--- src/rtl/clk_div_gen.sv ---
// Programmable clock-enable divider: emits a one-cycle tick every N enabled
// clocks and a 50% square wave toggling on each tick, with glitch-free reload.
module clk_div_gen #(
  parameter int WIDTH       = 8,
  parameter int DEFAULT_DIV = 4
) (
  input  logic             clk,
  input  logic             rst,
  input  logic             en,
  input  logic             sclr,
  input  logic [WIDTH-1:0] div_in,
  input  logic             div_load,
  output logic             tick,
  output logic             clk_out,
  output logic [WIDTH-1:0] div_cur,
  output logic             pend_vld
);

  localparam logic [WIDTH-1:0] DIV_RST = WIDTH'(DEFAULT_DIV);
  localparam logic [WIDTH-1:0] ONE     = WIDTH'(1);
  localparam logic [WIDTH-1:0] ZERO    = WIDTH'(0);

  logic [WIDTH-1:0] cnt_q, cnt_d;
  logic [WIDTH-1:0] div_cur_q, div_cur_d;
  logic [WIDTH-1:0] pend_q, pend_d;
  logic             pend_vld_q, pend_vld_d;
  logic             tick_q, tick_d;
  logic             clk_out_q, clk_out_d;

  logic [WIDTH-1:0] last_cnt_s;
  logic [WIDTH-1:0] next_div_s;
  logic             wrap_s;

  // Terminal count and the divisor that takes effect at the next period boundary.
  always_comb begin
    if (div_cur_q == ZERO) begin
      last_cnt_s = ZERO;
    end else begin
      last_cnt_s = div_cur_q - ONE;
    end
    wrap_s = en && (cnt_q == last_cnt_s);
    if (div_load) begin
      next_div_s = div_in;
    end else if (pend_vld_q) begin
      next_div_s = pend_q;
    end else begin
      next_div_s = div_cur_q;
    end
  end

  // Next-state logic: sclr beats wrap, wrap beats a plain count/load.
  always_comb begin
    cnt_d      = cnt_q;
    div_cur_d  = div_cur_q;
    pend_d     = pend_q;
    pend_vld_d = pend_vld_q;
    tick_d     = 1'b0;
    clk_out_d  = clk_out_q;
    if (div_load) begin
      pend_d = div_in;
    end else begin
      pend_d = pend_q;
    end
    if (sclr) begin
      cnt_d      = ZERO;
      clk_out_d  = 1'b0;
      div_cur_d  = next_div_s;
      pend_vld_d = 1'b0;
    end else if (wrap_s) begin
      cnt_d      = ZERO;
      tick_d     = 1'b1;
      clk_out_d  = ~clk_out_q;
      div_cur_d  = next_div_s;
      pend_vld_d = 1'b0;
    end else begin
      if (en) begin
        cnt_d = cnt_q + ONE;
      end else begin
        cnt_d = cnt_q;
      end
      if (div_load) begin
        pend_vld_d = 1'b1;
      end else begin
        pend_vld_d = pend_vld_q;
      end
    end
  end

  // State registers with synchronous reset.
  always_ff @(posedge clk) begin
    if (rst) begin
      cnt_q      <= ZERO;
      div_cur_q  <= DIV_RST;
      pend_q     <= ZERO;
      pend_vld_q <= 1'b0;
      tick_q     <= 1'b0;
      clk_out_q  <= 1'b0;
    end else begin
      cnt_q      <= cnt_d;
      div_cur_q  <= div_cur_d;
      pend_q     <= pend_d;
      pend_vld_q <= pend_vld_d;
      tick_q     <= tick_d;
      clk_out_q  <= clk_out_d;
    end
  end

  assign tick     = tick_q;
  assign clk_out  = clk_out_q;
  assign div_cur  = div_cur_q;
  assign pend_vld = pend_vld_q;

endmodule

--- config.mk ---
export PLATFORM = sky130hd
export DESIGN_NAME = clk_div_gen
export DESIGN_NICKNAME = d
export VERILOG_FILES = /design/src/rtl/clk_div_gen.sv
export SDC_FILE = /design/constraint.sdc
export NUM_CORES = 1
export LEC_CHECK = 0
export CORE_ASPECT_RATIO = 0.9
export CORE_MARGIN = 2
export CORE_UTILIZATION = 51
export CTS_BUF_LIST = sky130_fd_sc_hd__clkbuf_4 sky130_fd_sc_hd__clkbuf_8
export CTS_CLUSTER_SIZE = 8
export DETAILED_ROUTE_END_ITERATION = 8
export HOLD_SLACK_MARGIN = 0.1
export PLACE_DENSITY = 0.78
export SLEW_MARGIN = 20
export SYNTH_ARGS = -nofsm -noshare
export SYNTH_HDL_FRONTEND = slang
export SYNTH_SLANG_ARGS = --single-unit
--- constraint.sdc ---
create_clock -name clk -period 2.36 [get_ports clk]
set_clock_uncertainty 0.05 [all_clocks]
set_input_delay 0.472 -clock clk [delete_from_list [all_inputs] [get_ports clk]]
set_output_delay 0.472 -clock clk [all_outputs]
set_load 0.01 [all_outputs]
==> results of run 1 <==
[state kept, by name (all words and copies together) (netlist names)]
name	count
div_cur	8
clk_out	1
tick	1
pend_vld	1
cnt_q	8
pend_q	8
[timing repair]
item	CTS	global route
gates cloned	1	0
setup endpoints to repair	14	19
buffers inserted	1	3
pin swaps	1	12
gates resized for setup	6	28
[per-layer routing]
metal  GRT usage, %  wire length (um)
met1           30.2              1970
met2           41.4              2540
met3           5.16               301
met4           9.42                71
met5              0                 0
[worst register-to-register path: stages, from the launching register on]
cell                      delay (ns)
sky130_fd_sc_hd__dfxtp_1        0.49
sky130_fd_sc_hd__nor3_2         0.45
sky130_fd_sc_hd__a22oi_1        0.18
sky130_fd_sc_hd__o31ai_1        0.34
sky130_fd_sc_hd__nand4_2        0.24
sky130_fd_sc_hd__buf_6          0.23
sky130_fd_sc_hd__o21a_1         0.21
sky130_fd_sc_hd__nor3_2         0.16
[worst max path at each step]
stage / from / endpoint / slack [ns] / depth (start not counted)
after floorplan: div_cur[2] / clk_out / -0.02 / 9
after global routing: div_cur[5] / div_cur[2] / -0.12 / 7
after global placement: div_cur[1] / pend_vld / 0.05 / 10
after CTS: div_cur[1] / div_cur[2] / -0.01 / 10
after detailed placement: div_cur[1] / div_cur[7] / -0.07 / 9
final: div_cur[5] / div_cur[2] / -0.06 / 7
[cells by family (layout without fill, tap and decap cells)]
group,count (synthesis),count (layout),synth area share [%]
simple gates,70,70,24.7
xor+xnor,16,16,8.35
compound gates,41,42,18.9
mux,10,10,5.96
buf+inv,29,61,8.49
flops,27,27,32.2
fa+ha+maj,2,2,1.49
[cell type report]
| type | instances | area [um^2] |
|---|---|---|
| fillers | 197 | 798 |
| clock buffers | 4 | 30.0 |
| repair buffers | 45 | 414 |
| well taps | 42 | 52.6 |
| multi-input cells | 140 | 1200 |
| flip-flops and latches | 27 | 546 |
| inverters | 12 | 45.0 |
[cell usage in the layout, fill, tap and decap left out, drive strengths merged, types with 6 or more instances in the layout]
| cell type | count |
|---|---|
| dfxtp | 27 |
| clkdlybuf4s50 | 23 |
| buf | 22 |
| nor2 | 18 |
| inv | 12 |
| mux2i | 10 |
| or2 | 9 |
| nand2 | 9 |
| xor2 | 9 |
| nand3 | 8 |
| o311ai | 8 |
| xnor2 | 7 |
| a31oi | 7 |
| o21ai | 7 |
| o32ai | 6 |
| nor3 | 6 |
[power breakdown]
part | leakage, nW | internal, mW | switching [mW]
Sequential | 0.222 | 0.489 | 0.0359
Clock | 0.0184 | 0.0780 | 0.142
Combinational | 0.690 | 0.302 | 0.347
==> results.txt, run 1 <==
The run finished, with violations left. The final reports fail on setup timing. In the routed design, unresolved DRC markers number 0. The CTS tree is done.

Counting every net in the synthesized netlist gives 210. The worst-case clock buffer depth is 2. The area share of the largest cell type after synthesis came out at 32.2%. The final standard cell count with taps included and fillers excluded came out at 270.

Along the worst path, the maximum fanout reaches 12. The worst setup path category is reg -> reg. For the worst setup path, the data required time is 2.58 ns. The register area share after synthesis came out at 32.2%. The starting density of the core came out at 54.3%.

The path class of the tightest hold or removal check is reg -> reg. The count of buffers added on input and output ports is 23. The floorplan step defined a die boundary enclosing 3770 um^2. The floorplan step set the die height to 58.4 um. The power consumption came out at 1.39 mW. The die is 64.5 um wide.

In this run the critical register-to-register path is captured at div_cur[2]. In this run the most critical hold path is launched from pend_q[2]. The final HPWL from detailed placement is 3.06 mm. The wire length reported by the detailed router came out at 4.88 mm.

Summing every instance area after synthesis gives 1680 um^2. The largest single stage delay on the critical path is 0.49 ns. Hold timing on the final database bottoms out at a slack of 0.467 ns. After synthesis, the netlist uses 47 different library cells. The data arrival time of the critical path is 2.64 ns. The total vias in the final route is 1670. The synthesized netlist cell count came out at 195. The register bit count reported by yosys is 27. The leakage component of the power is 0.930 nW. In the final timing run, aggregate negative setup slack is -0.187 ns. The global-route congestion overflow total came out at 0.

Subtracting the final worst setup slack from the clock period gives 2.42 ns. The signed area change from the synthesized netlist to the final layout came out at 36.5%. Grouping stages by cell kind, the critical path spends the most delay in simple AND/OR/NAND/NOR gates. The yosys synthesis warning count is 0. The clock transition at the register clock pins on the worst setup and hold paths after CTS came out at 0.15 ns.

The insertion delay of the later-clocked pin in the worst-skew pair is 0.34 ns. In the final routed layout, each cell accounts on average for 18.1 um. The start of the worst register-to-register path is div_cur[5]. By area the synthesized netlist is led by sky130_fd_sc_hd__dfxtp_1 (32%), sky130_fd_sc_hd__mux2i_1 (6.0%), sky130_fd_sc_hd__xor2_1 (4.7%). Summed over all instances, the cell type with the most area after synthesis is sky130_fd_sc_hd__dfxtp_1. The commonest cells after synthesis are sky130_fd_sc_hd__dfxtp_1 (27), sky130_fd_sc_hd__nor2_1 (18), sky130_fd_sc_hd__inv_1 (12), sky130_fd_sc_hd__mux2i_1 (10). The weighted congestion at the end of routability-driven global placement came out at 0.851. The clock buffer count from CTS is 3.

The repair_antennas step left the layout with diodes totalling 0. The count of final max-slew check failures is 0. The number of cells on the worst reg-to-reg path is 7. The signal on the critical path passes through nor3_2, a22oi_1, o31ai_1, nand4_2, buf_6, o21a_1, nor3_2. Based on the critical path, the design can be clocked at up to 0.413 GHz. The normalized max-slew margin is 61.6%. Once routing completed, OpenROAD measured the worst setup slack at -0.0589 ns. The total buffers and inverters traversed by the critical path is 1. The number of buffers added to fix hold violations after cts came out at 0. The path with the worst hold slack has its endpoint at pend_q[2]. For the pin with the worst max-slew slack, the measured transition is 0.575 ns. STA classifies the critical path endpoint as a flip-flop. In this run the remaining antenna-violating nets after routing total 0. Once layout is complete, the utilization of the core stands at 74.2%.

The floorplan has 19 rows. The iteration count of the initial detailed-routing pass is 4. The layout cell share with drive strength beyond 1 is 30.7%. In the synthesized netlist the dominant register cell turns out to be sky130_fd_sc_hd__dfxtp_1. The period utilization came out at 102%.

The via count of the first global-routing pass came to 1544. The total power per unit cell area came out at 608 nW/um^2. The deepest level of the CTS H-tree is 1. Dividing the detail-routed via count by the number of cells gives 6.19.

The root cell of the clock tree is sky130_fd_sc_hd__clkbuf_4. The number of flops mapped to enable cells by yosys came out at 0. The final number of hold-violating endpoints is 0. After synthesis, the mean cell area works out to 8.61 um^2. The post-detailed-placement cell area came out at 2020 um^2. The first global-routing pass estimated 7.05 mm of wire. With fillers left out, the area of the finished cells amounts to 2290 um^2. The maximum number of pins on one net before global-route repair came out at 19. The slack of the worst reg-to-reg path is -0.06 ns. The number of sinks driven by the clock tree is 27. The total of max-cap violations is 0.

Counting flops with an async set or reset pin after synthesis yields a share of 0%. Setup repair after global routing could not meet its margin everywhere. The worst setup path is launched from a flip-flop. The count of nets after finishing is 244.

By instance count, the leading cell after synthesis is sky130_fd_sc_hd__dfxtp_1. Setup violations remaining at the end of the flow were counted as 11. The number of placed cells counting well taps came out at 261. The area of the core is 3090 um^2. After the first detailed-routing iteration, the DRC count stood at 151. The number of antenna violations at the first check in global routing is 0.

The total global-route track usage is 24.2%. Among the stages of the critical path, the cell type that occurs most often is sky130_fd_sc_hd__nor3_2. Along the worst hold path, the cell count comes to 2. The peak supply drop is 471 uV. The worst setup timing slack at the placement stage came out at -0.0711 ns. The slowest stage of the critical path belongs to the cell sky130_fd_sc_hd__dfxtp_1. During I/O placement, the number of pins put on the boundary was 24.
Note: power is estimated with default switching activity, not from simulation.
==> run 2, diff against run 1 <==
Settings changed: PLACE_DENSITY 0.78 to 0.8.
==> run 2 against run 1 <==
Effect of this change:
- the run still ends with setup timing left
- via count rose by 0.84%
- final cell count increased by 1.5%
- fmax down 2.1%
- register-to-register slack worse by 0.05 ns
- critical path depth rose by 3
- clock power about the same
- clock-buffer cell count decreased by 1
- highest routed layer unchanged
==> results.txt, run 2 (synthesized netlist as in run 1, its figures left out) <==
The height of the chip is 58.4 um (unchanged). The insertion delay of the later-clocked pin in the worst-skew pair came to 0.35 ns (was 0.34 ns). The clock group share of total power came out at 15.4% (was 15.8%). The clock period minus final worst setup slack was 2.47 ns (was 2.42 ns). The total global-route track usage came to 23.6% (was 24.2%).

The worst-path maximum fanout came out at 7 (was 12). The setup TNS after final layout is -1.06 ns (was -0.187 ns). The total buffers and inverters traversed by the critical path came out at 2 (was 1).

Setup repair after global routing missed its margin: true (unchanged). The kind of launch point of the worst setup path was a flip-flop (unchanged). The internal cell power came out at 883 uW (was 869 uW). The count of cell instances traversed by the critical path was 10 (was 7).

The row count came out at 19 (unchanged). The count of inserted antenna diode cells came out at 0 (unchanged). The worst hold path class is reg -> reg (unchanged). The total of max-cap violations is 0 (unchanged). The worst setup path category is reg -> reg (unchanged). The worst-case clock buffer depth was 2 (unchanged).

The total vias in the final route is 1684 (was 1670). The horizontal die dimension is 64.5 um (unchanged). The clock buffer count from CTS came out at 3 (unchanged). The data arrival time of the critical path came out at 2.68 ns (was 2.64 ns). The starting density of the core is 54.3% (unchanged). The depth of the worst register-to-register path came out at 10 (was 7). The endpoint type of the worst setup path was a flip-flop (unchanged). The sequential fraction of design power came out at 36.8% (was 37.7%). The root cell of the clock tree is sky130_fd_sc_hd__clkbuf_4 (unchanged).

The number of antenna violations at the first check in global routing is 0 (unchanged). The leakage component of the power is 0.984 nW (was 0.930 nW). The transition at the pin with the smallest max-transition slack is 0.548 ns (was 0.575 ns). The area of the core came to 3090 um^2 (unchanged).

The count of final max-slew check failures came to 0 (unchanged). The worst-case setup margin in the final layout is -0.112 ns (was -0.0589 ns). The final HPWL from detailed placement came to 2.93 mm (was 3.06 mm). The iteration count of the initial detailed-routing pass came out at 4 (unchanged).

The total of buffers placed on input and output ports came to 23 (unchanged). The maximum number of pins on one net before global-route repair came out at 18 (was 19). The CTS tree is done (unchanged). The power consumption is 1.44 mW (was 1.39 mW). The number of failing setup endpoints in the final timing report is 18 (was 11). The number of sinks driven by the clock tree was 27 (unchanged). The worst endpoint required time came out at 2.57 ns (was 2.58 ns). The via count of the first global-routing pass is 1556 (was 1544). The number of DRC markers after the initial detailed-route iteration came out at 171 (was 151). The post-route DRC violation count came out at 0 (unchanged). The area of the die is 3770 um^2 (unchanged).

Cells along the critical path: inv_4, ha_4, or4b_4, nor2_4, a21oi_2, xor2_1, nand4_2, buf_8, nand2b_4, o311ai_2 (was nor3_2, a22oi_1, o31ai_1, nand4_2, buf_6, o21a_1, nor3_2). The normalized max-slew margin is 63.4% (was 61.6%). The deepest level of the CTS H-tree came to 1 (unchanged). The post-detailed-route wirelength per cell came out at 18.4 um (was 18.1 um). The peak supply drop came out at 375 uV (was 471 uV).

The slack of the worst reg-to-reg path is -0.11 ns (was -0.06 ns). The number of top-level pins is 24 (unchanged). The total power per unit cell area is 615 nW/um^2 (was 608 nW/um^2). Run status: finished, violations left (unchanged). The count of nets after finishing came out at 248 (was 244). The layout cell share with drive strength beyond 1 came out at 31.0% (was 30.7%). The clock transition at the register clock pins on the worst setup and hold paths after CTS is 0.16 ns (was 0.15 ns). The final number of hold-violating endpoints is 0 (unchanged). The weighted congestion at the end of routability-driven global placement came out at 0.820 (was 0.851).

The signed area change from the synthesized netlist to the final layout is 39.1% (was 36.5%). Commonest cells after routing, fill and taps aside: sky130_fd_sc_hd__dfxtp_1 (23), sky130_fd_sc_hd__clkdlybuf4s50_1 (23), sky130_fd_sc_hd__buf_4 (22) (was sky130_fd_sc_hd__dfxtp_1 (23), sky130_fd_sc_hd__clkdlybuf4s50_1 (23), sky130_fd_sc_hd__nor2_1 (17), sky130_fd_sc_hd__buf_4 (17)). The final standard cell count with taps included and fillers excluded is 274 (was 270).

The cell class contributing the biggest share of worst-path delay is simple AND/OR/NAND/NOR gates (unchanged). Violations in the final reports: setup timing (unchanged). The period utilization is 105% (was 102%). The wire length reported by the detailed router came to 5.04 mm (was 4.88 mm).

The number of buffers added to fix hold violations after cts came out at 0 (unchanged). The global-route congestion overflow total came out at 0 (unchanged). The net switching fraction of the power was 38.6% (was 37.7%). The first-pass GRT wire length was 7.04 mm (was 7.05 mm). The number of placed cells counting well taps is 261 (unchanged).

The slowest cell on the critical path was sky130_fd_sc_hd__or4b_4 (was sky130_fd_sc_hd__dfxtp_1). The number of cells on the worst hold path came out at 2 (unchanged). The largest stage delay on the critical path came out at 0.49 ns (about the same). The post-detailed-route count of antenna-violating nets is 0 (unchanged). The highest clock frequency the design can meet came out at 0.405 GHz (was 0.413 GHz). The mean number of vias per cell came out at 6.15 (was 6.19). The total net switching power was 555 uW (was 525 uW). The logic gate share of total power is 47.8% (was 46.5%).
## run 2: area by class of cell
type,count,area (um^2)
multi-input combinational,140,1200
fill,205,754
sequential,27,551
timing repair buffer,49,458
tap,42,52.6
inverter,12,50.0
clock buffer,3,22.5
clock inverter,1,5.00
## run 2: layer usage
| layer | up-vias | global-route usage (%) | share of wire, % |
|---|---|---|---|
| met5 | - | 0 | 0 |
| met2 | 80 | 38.7 | 49 |
| met4 | 0 | 9.12 | 2.1 |
| met1 | 794 | 31.7 | 43 |
| met3 | 21 | 3.82 | 6.6 |
| li1 | 789 | - | - |
## run 2: worst paths after layout
check,from,endpoint
setup / recovery,div_cur[1],div_cur[4]
hold / removal,pend_q[2],pend_q[2]
setup reg to reg,div_cur[1],div_cur[4]
hold reg to reg,pend_q[2],pend_q[2]
## run 2: per-stage QoR
stage | utilization, % | hold slack (ns) | setup slack (ns) | area [um^2]
after global routing | 75.6 | 0.490 | -0.238 | 2340
after floorplan | - | 0.406 | -0.0236 | 1710
final | 75.6 | 0.464 | -0.112 | 2340
after global placement | 65.4 | 0.422 | -0.00103 | 2020
after detailed placement | 65.4 | 0.433 | -0.0821 | 2020
after CTS | 67.8 | 0.466 | -0.00776 | 2100
## run 2: worst min-delay path, delay by kind of cell (launching register included)
kind,cells,cell delay (ns)
flip-flops,1,0.34
AND/OR/NAND/NOR,1,0.08
multiplexers,1,0.07
## run 2: timing repair
action | in CTS | in global routing
buffers inserted | 0 | 7
pin swaps | 1 | 19
gates resized for setup | 7 | 30
gates cloned | 1 | 1
hold endpoints to repair | 0 | 0
setup endpoints to repair | 18 | 19
## run 2: power by group through the flow
stage               Combinational [mW]  Sequential [mW]  Clock [mW]
floorplan                        0.322            0.536           0
global placement                 0.460            0.527           0
detailed placement               0.480            0.530           0
CTS                              0.514            0.520       0.209
global route                     0.723            0.534       0.244
finish                           0.688            0.529       0.221
==> variant 1, RTL diff (settings of run 1) <==
Change the parameter `WIDTH` from 8 to 10.
--- a/src/rtl/clk_div_gen.sv
+++ b/src/rtl/clk_div_gen.sv
@@ -2,5 +2,5 @@
 // clocks and a 50% square wave toggling on each tick, with glitch-free reload.
 module clk_div_gen #(
-  parameter int WIDTH       = 8,
+  parameter int WIDTH       = 10,
   parameter int DEFAULT_DIV = 4
 ) (
Interface: changed (resized div_cur and div_in); port bits go from 24 to 28. No check against the original RTL was run, so the function may have changed too.
==> variant 1 against run 1 <==
The run still ends with negative setup slack left. Sequential share of layout area is 2.6 points higher. Area after synthesis is 3.4% higher. Total power fell by 2.3%. Combinational power is 49% lower. Sequential cell count increased by 6. Clock power up 99%. Worst setup slack worse by 0.50 ns. Cell area is 9.9% higher. Sequential power grew 13%. Wire length is 9.6% lower. Critical path type unchanged.
==> variant 1: results (changes against run 1) <==
* First-pass GRT wire length at 7.24 mm (+2.7%)
* Synth Warn # at 0 (unchanged)
* Post-Route Setup TNS at -9.11 ns (-8.93 ns)
* Highest-delay cell along the critical path: or4_4
* Clk buf depth at 2 (unchanged)
* Total track usage at 24.7% (+0.54 points)
* Number of DRC markers in iteration 0 at 74 (-51%)
* FFs w/ async S/R, synth at 0% (unchanged)
* Layout cells sized above 1 at 28.9% (-1.8 points)
* Worst vdd ir at 0.360 mV (-24%)
* Reg clk slew, reported paths at 0.07 ns (-0.08 ns)
* Internal power at 990 uW (+14%)
* Worst-margin pin slew at 0.446 ns (-0.129 ns)
* DP HPWL at 3.30 mm (+7.7%)
* Syn Nets at 205 (-2.4%)
* N_diodes at 0 (unchanged)
* Final worst setup slack at -0.559 ns (-0.500 ns)
* Crit path DAT at 3.05 ns (+0.41 ns)
* Placed Area at 2350 um^2 (+16%)
* Vias per cell at 5.51 (-11%)
* Final Setup Violations at 23 (+12)
* Vias in the first global route at 1580 (+2.3%)
* R2R Path Start: div_cur[0]
* Leak pwr at 0.00102 uW (+9.7%)
* Status: finished, violations left
* Cts bufs inserted at 5 (+2)
* Drt total wl at 4.41 mm (-9.6%)
* Largest fanout on the critical path at 10 (-2)
* Yosys cell types at 44 (-6.4%)
* Worst-Skew Late Latency at 0.29 ns (-0.05 ns)
* RePlAce Congestion at 0.848 (-0.31%)
* Top post-synthesis cells by count: dfxtp_1, nor2_1, mux2i_1, mux2_2, xor2_1
* Worst reg2reg path depth at 10 (+3)
* Final ANT Viol Nets at 0 (unchanged)
* R2r endpoint: div_cur[0]
* IO buf count at 27 (+17%)
* Main area contributors after synthesis: dfxtp_1, mux2i_1, nor2_1, mux2_2, xor2_1
* Layout Nets at 269 (+10%)
* Pre-CTS setup slack at -0.572 ns (-0.500 ns)
* H-tree lvl count at 2 (+1)
* Failing checks: negative setup slack
* Sequential area share after synthesis at 38.1% (+5.9 points)
* Crit-path max cell delay at 0.52 ns (+0.03 ns)
* Filler instances at 241 (+22%)
* Layout Utilization at 75.7% (+1.5 points)
* Root Driver: clkbuf_8
## variant 1: per-layer routing
layer | vias to the layer above | routed length, um | global-route usage, % | part of all wire, %
met4 | 0 | 81 | 7.14 | 1.8
met1 | 778 | 1980 | 30.3 | 45
met5 | - | 0 | 0 | 0
met2 | 51 | 2090 | 41.5 | 47
met3 | 9 | 266 | 8.56 | 6.0
li1 | 798 | - | - | -
## variant 1: how the worst min path moves through the flow
stage	start	to	slack [ns]	cells after the start
5_1_grt	clk_out	clk_out	0.47	2
6_report	pend_q[2]	pend_q[2]	0.45	2
3_3_place_gp	pend_q[2]	pend_q[2]	0.42	2
2_1_floorplan	pend_q[2]	pend_q[2]	0.41	2
4_1_cts	pend_q[2]	pend_q[2]	0.45	2
3_5_place_dp	pend_q[2]	pend_q[2]	0.44	2
## variant 1: cell type report
type | count | area [um^2] | share of cell area (%)
Clock buffer | 7 | 83.8 | 3.33
Clock inverter | 1 | 7.51 | 0.298
Inverter | 4 | 17.5 | 0.695
Multi-Input combinational cell | 142 | 1100 | 43.8
Sequential cell | 33 | 666 | 26.4
Tap cell | 44 | 55.1 | 2.18
Timing Repair Buffer | 66 | 587 | 23.3
## variant 1: worst register-to-register path, cell delays in order, from the launching register on
cell and delay [ns]:
dfxtp_4 0.36, inv_4 0.06, ha_4 0.12, or3b_4 0.38, or4_4 0.52, and3_4 0.19
nor4_4 0.19, o311ai_4 0.17, o31ai_4 0.24, buf_12 0.18, mux2_2 0.33
## variant 1: cells by family after synthesis
logic type	count (synthesis)	share of synthesized area (%)
muxes	22	13.4
DFF	33	38.1
buffers and inverters	13	2.88
adders and majority gates	2	1.44
AOI/OAI and AO/OA	26	11.4
xor gates and xnor gates	14	8.72
and+or+nand+nor	78	24.1
## variant 1: power groups by stage
stage,registers [uW],logic (uW),clock network (uW)
after global placement,605,295,0
after global routing,596,354,463
after CTS,594,319,446
after floorplan,612,153,0
after detailed placement,606,305,0
final,594,329,438
## variant 1: what timing repair did
action	in CTS	in global routing
gates cloned	1	0
buffers inserted	0	1
resized for setup	10	8
pin swaps	0	1
setup endpoints to repair	23	23
hold buffers	0	0
## variant 1: stage by stage
stage / instances / hold WS (ns)
after floorplan: 188 / 0.406
after global placement: 287 / 0.421
after detailed placement: 287 / 0.437
after CTS: 296 / 0.454
after global routing: 297 / 0.474
final: 297 / 0.446
==> variant 2, RTL diff (flow settings as in run 1) <==
Without the edit above. Make the reset (`rst`) asynchronous in one clocked block. Comments in the files are not updated.
--- a/src/rtl/clk_div_gen.sv
+++ b/src/rtl/clk_div_gen.sv
@@ -88,5 +88,5 @@
 
   // State registers with synchronous reset.
-  always_ff @(posedge clk) begin
+  always_ff @(posedge clk or posedge rst) begin
     if (rst) begin
       cnt_q      <= ZERO;
Function: differs if rst is asserted again (counterexample within 4 cycles, from zero or initial values and one cycle with rst high); with rst held inactive, the same outputs for 10 cycles.
==> variant 2 against run 1 <==
The run still ends with negative setup slack left. Die area increased by 2.8%. Area after synthesis increased by 3.0%. Sequential cell count unchanged. Highest routed layer unchanged. Cell area increased by 11%. Total power increased by 18%. Wire length increased by 17%. Worst setup slack got worse by 0.29 ns. Synthesized cell count unchanged.
==> variant 2: results (changes against run 1) <==
* Highest-delay cell along the critical path: or4_4
* R2r endpoint: clk_out
* Rel. slew slack at 61.9% (+0.38 points)
* Area of the multi-input gates at 1170 um^2 (-3.0%)
* Top post-synthesis cells by count: dfrtp_1, nor2_1, nand2_1, o21ai_0, inv_1
* Root Driver: clkbuf_8
* Hold EP: pend_q[3]
* Yosys top cell area share at 37.6% (+5.4 points)
* Final worst setup slack at -0.352 ns (-0.293 ns)
* Met2 usage at 48.4% (+7.0 points)
* Crit-path max cell delay at 0.58 ns (+0.09 ns)
* Final Setup Violations at 19 (+8)
* Synth Warn # at 0 (unchanged)
* Seq/total area at 26.7% (+2.9 points)
* Worst-Skew Late Latency at 0.27 ns (-0.07 ns)
* Hold wc startpoint: pend_q[3]
* Cts bufs inserted at 3 (unchanged)
* Sequential area share after synthesis at 39.1% (+7.0 points)
* Layout Nets at 263 (+7.8%)
* DP HPWL at 3.54 mm (+16%)
* Failing checks: negative setup slack
* Met1 usage at 38.0% (+7.8 points)
* Clock-cell share of area at 1.91% (+0.60 points)
* IO buf count at 23 (unchanged)
* Vias at 1909 (+14%)
* Yosys cell types at 48 (+2.1%)
* Antenna violations before repair at 0 (unchanged)
* #MultiIn Comb at 144 (+2.9%)
* Filler instances at 224 (+14%)
* Drt total wl at 5.70 mm (+17%)
* Final hold slack at 0.472 ns (+0.00445 ns)
* Largest fanout on the critical path at 7 (-5)
* Reg clk slew, reported paths at 0.10 ns (-0.05 ns)
* M3 GR Usage at 4.56% (-0.60 points)
* Non-clock buffer count at 61 (+36%)
* R2R Path Start: div_cur[0]
* Post-Route Setup TNS at -5.39 ns (-5.20 ns)
* Largest net degree at the start of global routing at 28 (+9)
* Main flop type after synthesis: dfrtp_1
* FFs & Latches at 27 (unchanged)
* Switching share of power at 38.3% (+0.60 points)
* Layout cells sized above 1 at 33.2% (+2.5 points)
* Fin crit period at 2.71 ns (+0.293 ns)
* Crit path DAT at 2.83 ns (+0.19 ns)
* RePlAce Congestion at 0.927 (+8.9%)
* Inverters excl. clock at 11 (-1)
* Worst vdd ir at 0.394 mV (-16%)
* FFs w/ async S/R, synth at 100% (+100 points)
* Total track usage at 29.1% (+4.9 points)
* Non-Clock Buffer Area Fraction at 21.8% (+3.7 points)
* First-pass GRT wire length at 8.67 mm (+23%)
* Flop-to-flop setup slack at -0.35 ns (-0.29 ns)
* Number of DRC markers in iteration 0 at 198 (+31%)
* Main area contributors after synthesis: dfrtp_1, o21ai_0, nor2_1, o311ai_0, o311ai_1
* Status: finished, violations left
* Vias in the first global route at 1821 (+18%)
variant 2: power groups by stage:
stage                     logic (uW)  clock network [uW]  registers (uW)
final                            785                 283             571
after global routing             825                 304             575
after CTS                        691                 286             565
after detailed placement         610                   0             573
after global placement           591                   0             570
after floorplan                  338                   0             580
variant 2: worst max-delay path by stage:
| stage | slack (ns) | to | cells after the start |
|---|---|---|---|
| 2_1_floorplan | -0.10 | clk_out | 7 |
| 3_3_place_gp | -0.25 | div_cur[7] | 8 |
| 3_5_place_dp | -0.39 | clk_out | 9 |
| 4_1_cts | -0.24 | div_cur[0] | 6 |
| 5_1_grt | -0.39 | div_cur[0] | 6 |
| 6_report | -0.35 | clk_out | 7 |
variant 2: cell families (layout without fill, tap and decap cells):
logic type      Yosys count  count (layout)  synth area share, %
xor+xnor                  8               8                 4.05
mux                       9               9                 5.43
fa+ha+maj                 2               2                 1.45
simple gates             64              64                 18.7
compound gates           61              61                 25.8
flops                    27              27                 39.1
buf+inv                  24              76                 5.43
variant 2: metal layers:
metal  up-vias  part of all wire (%)
li1        836                     -
met1       913                    38
met2       124                    48
met3        36                   8.7
met4         0                   4.7
met5         -                     0
variant 2: repair_timing:
item,CTS,global route
cloned,1,1
gates resized for setup,27,18
pin swaps,3,4
setup endpoints to repair,19,19
buffers inserted,3,2
variant 2: per-stage QoR:
stage                     power (uW)  setup slack [ns]  std cells  cell area [um^2]  utilization, %
after global routing            1700            -0.387        291              2550            77.2
after detailed placement        1180            -0.394        280              2240            67.8
after global placement          1160            -0.252        280              2240            67.8
after floorplan                  918            -0.104        195              1800               -
after CTS                       1540            -0.243        288              2450            74.2
final                           1640            -0.352        291              2550            77.2
variant 2: tightest hold or removal path, stage by stage (launching register included):
cell and delay [ns]:
dfrtp_1 0.34, mux2i_1 0.09, inv_1 0.06
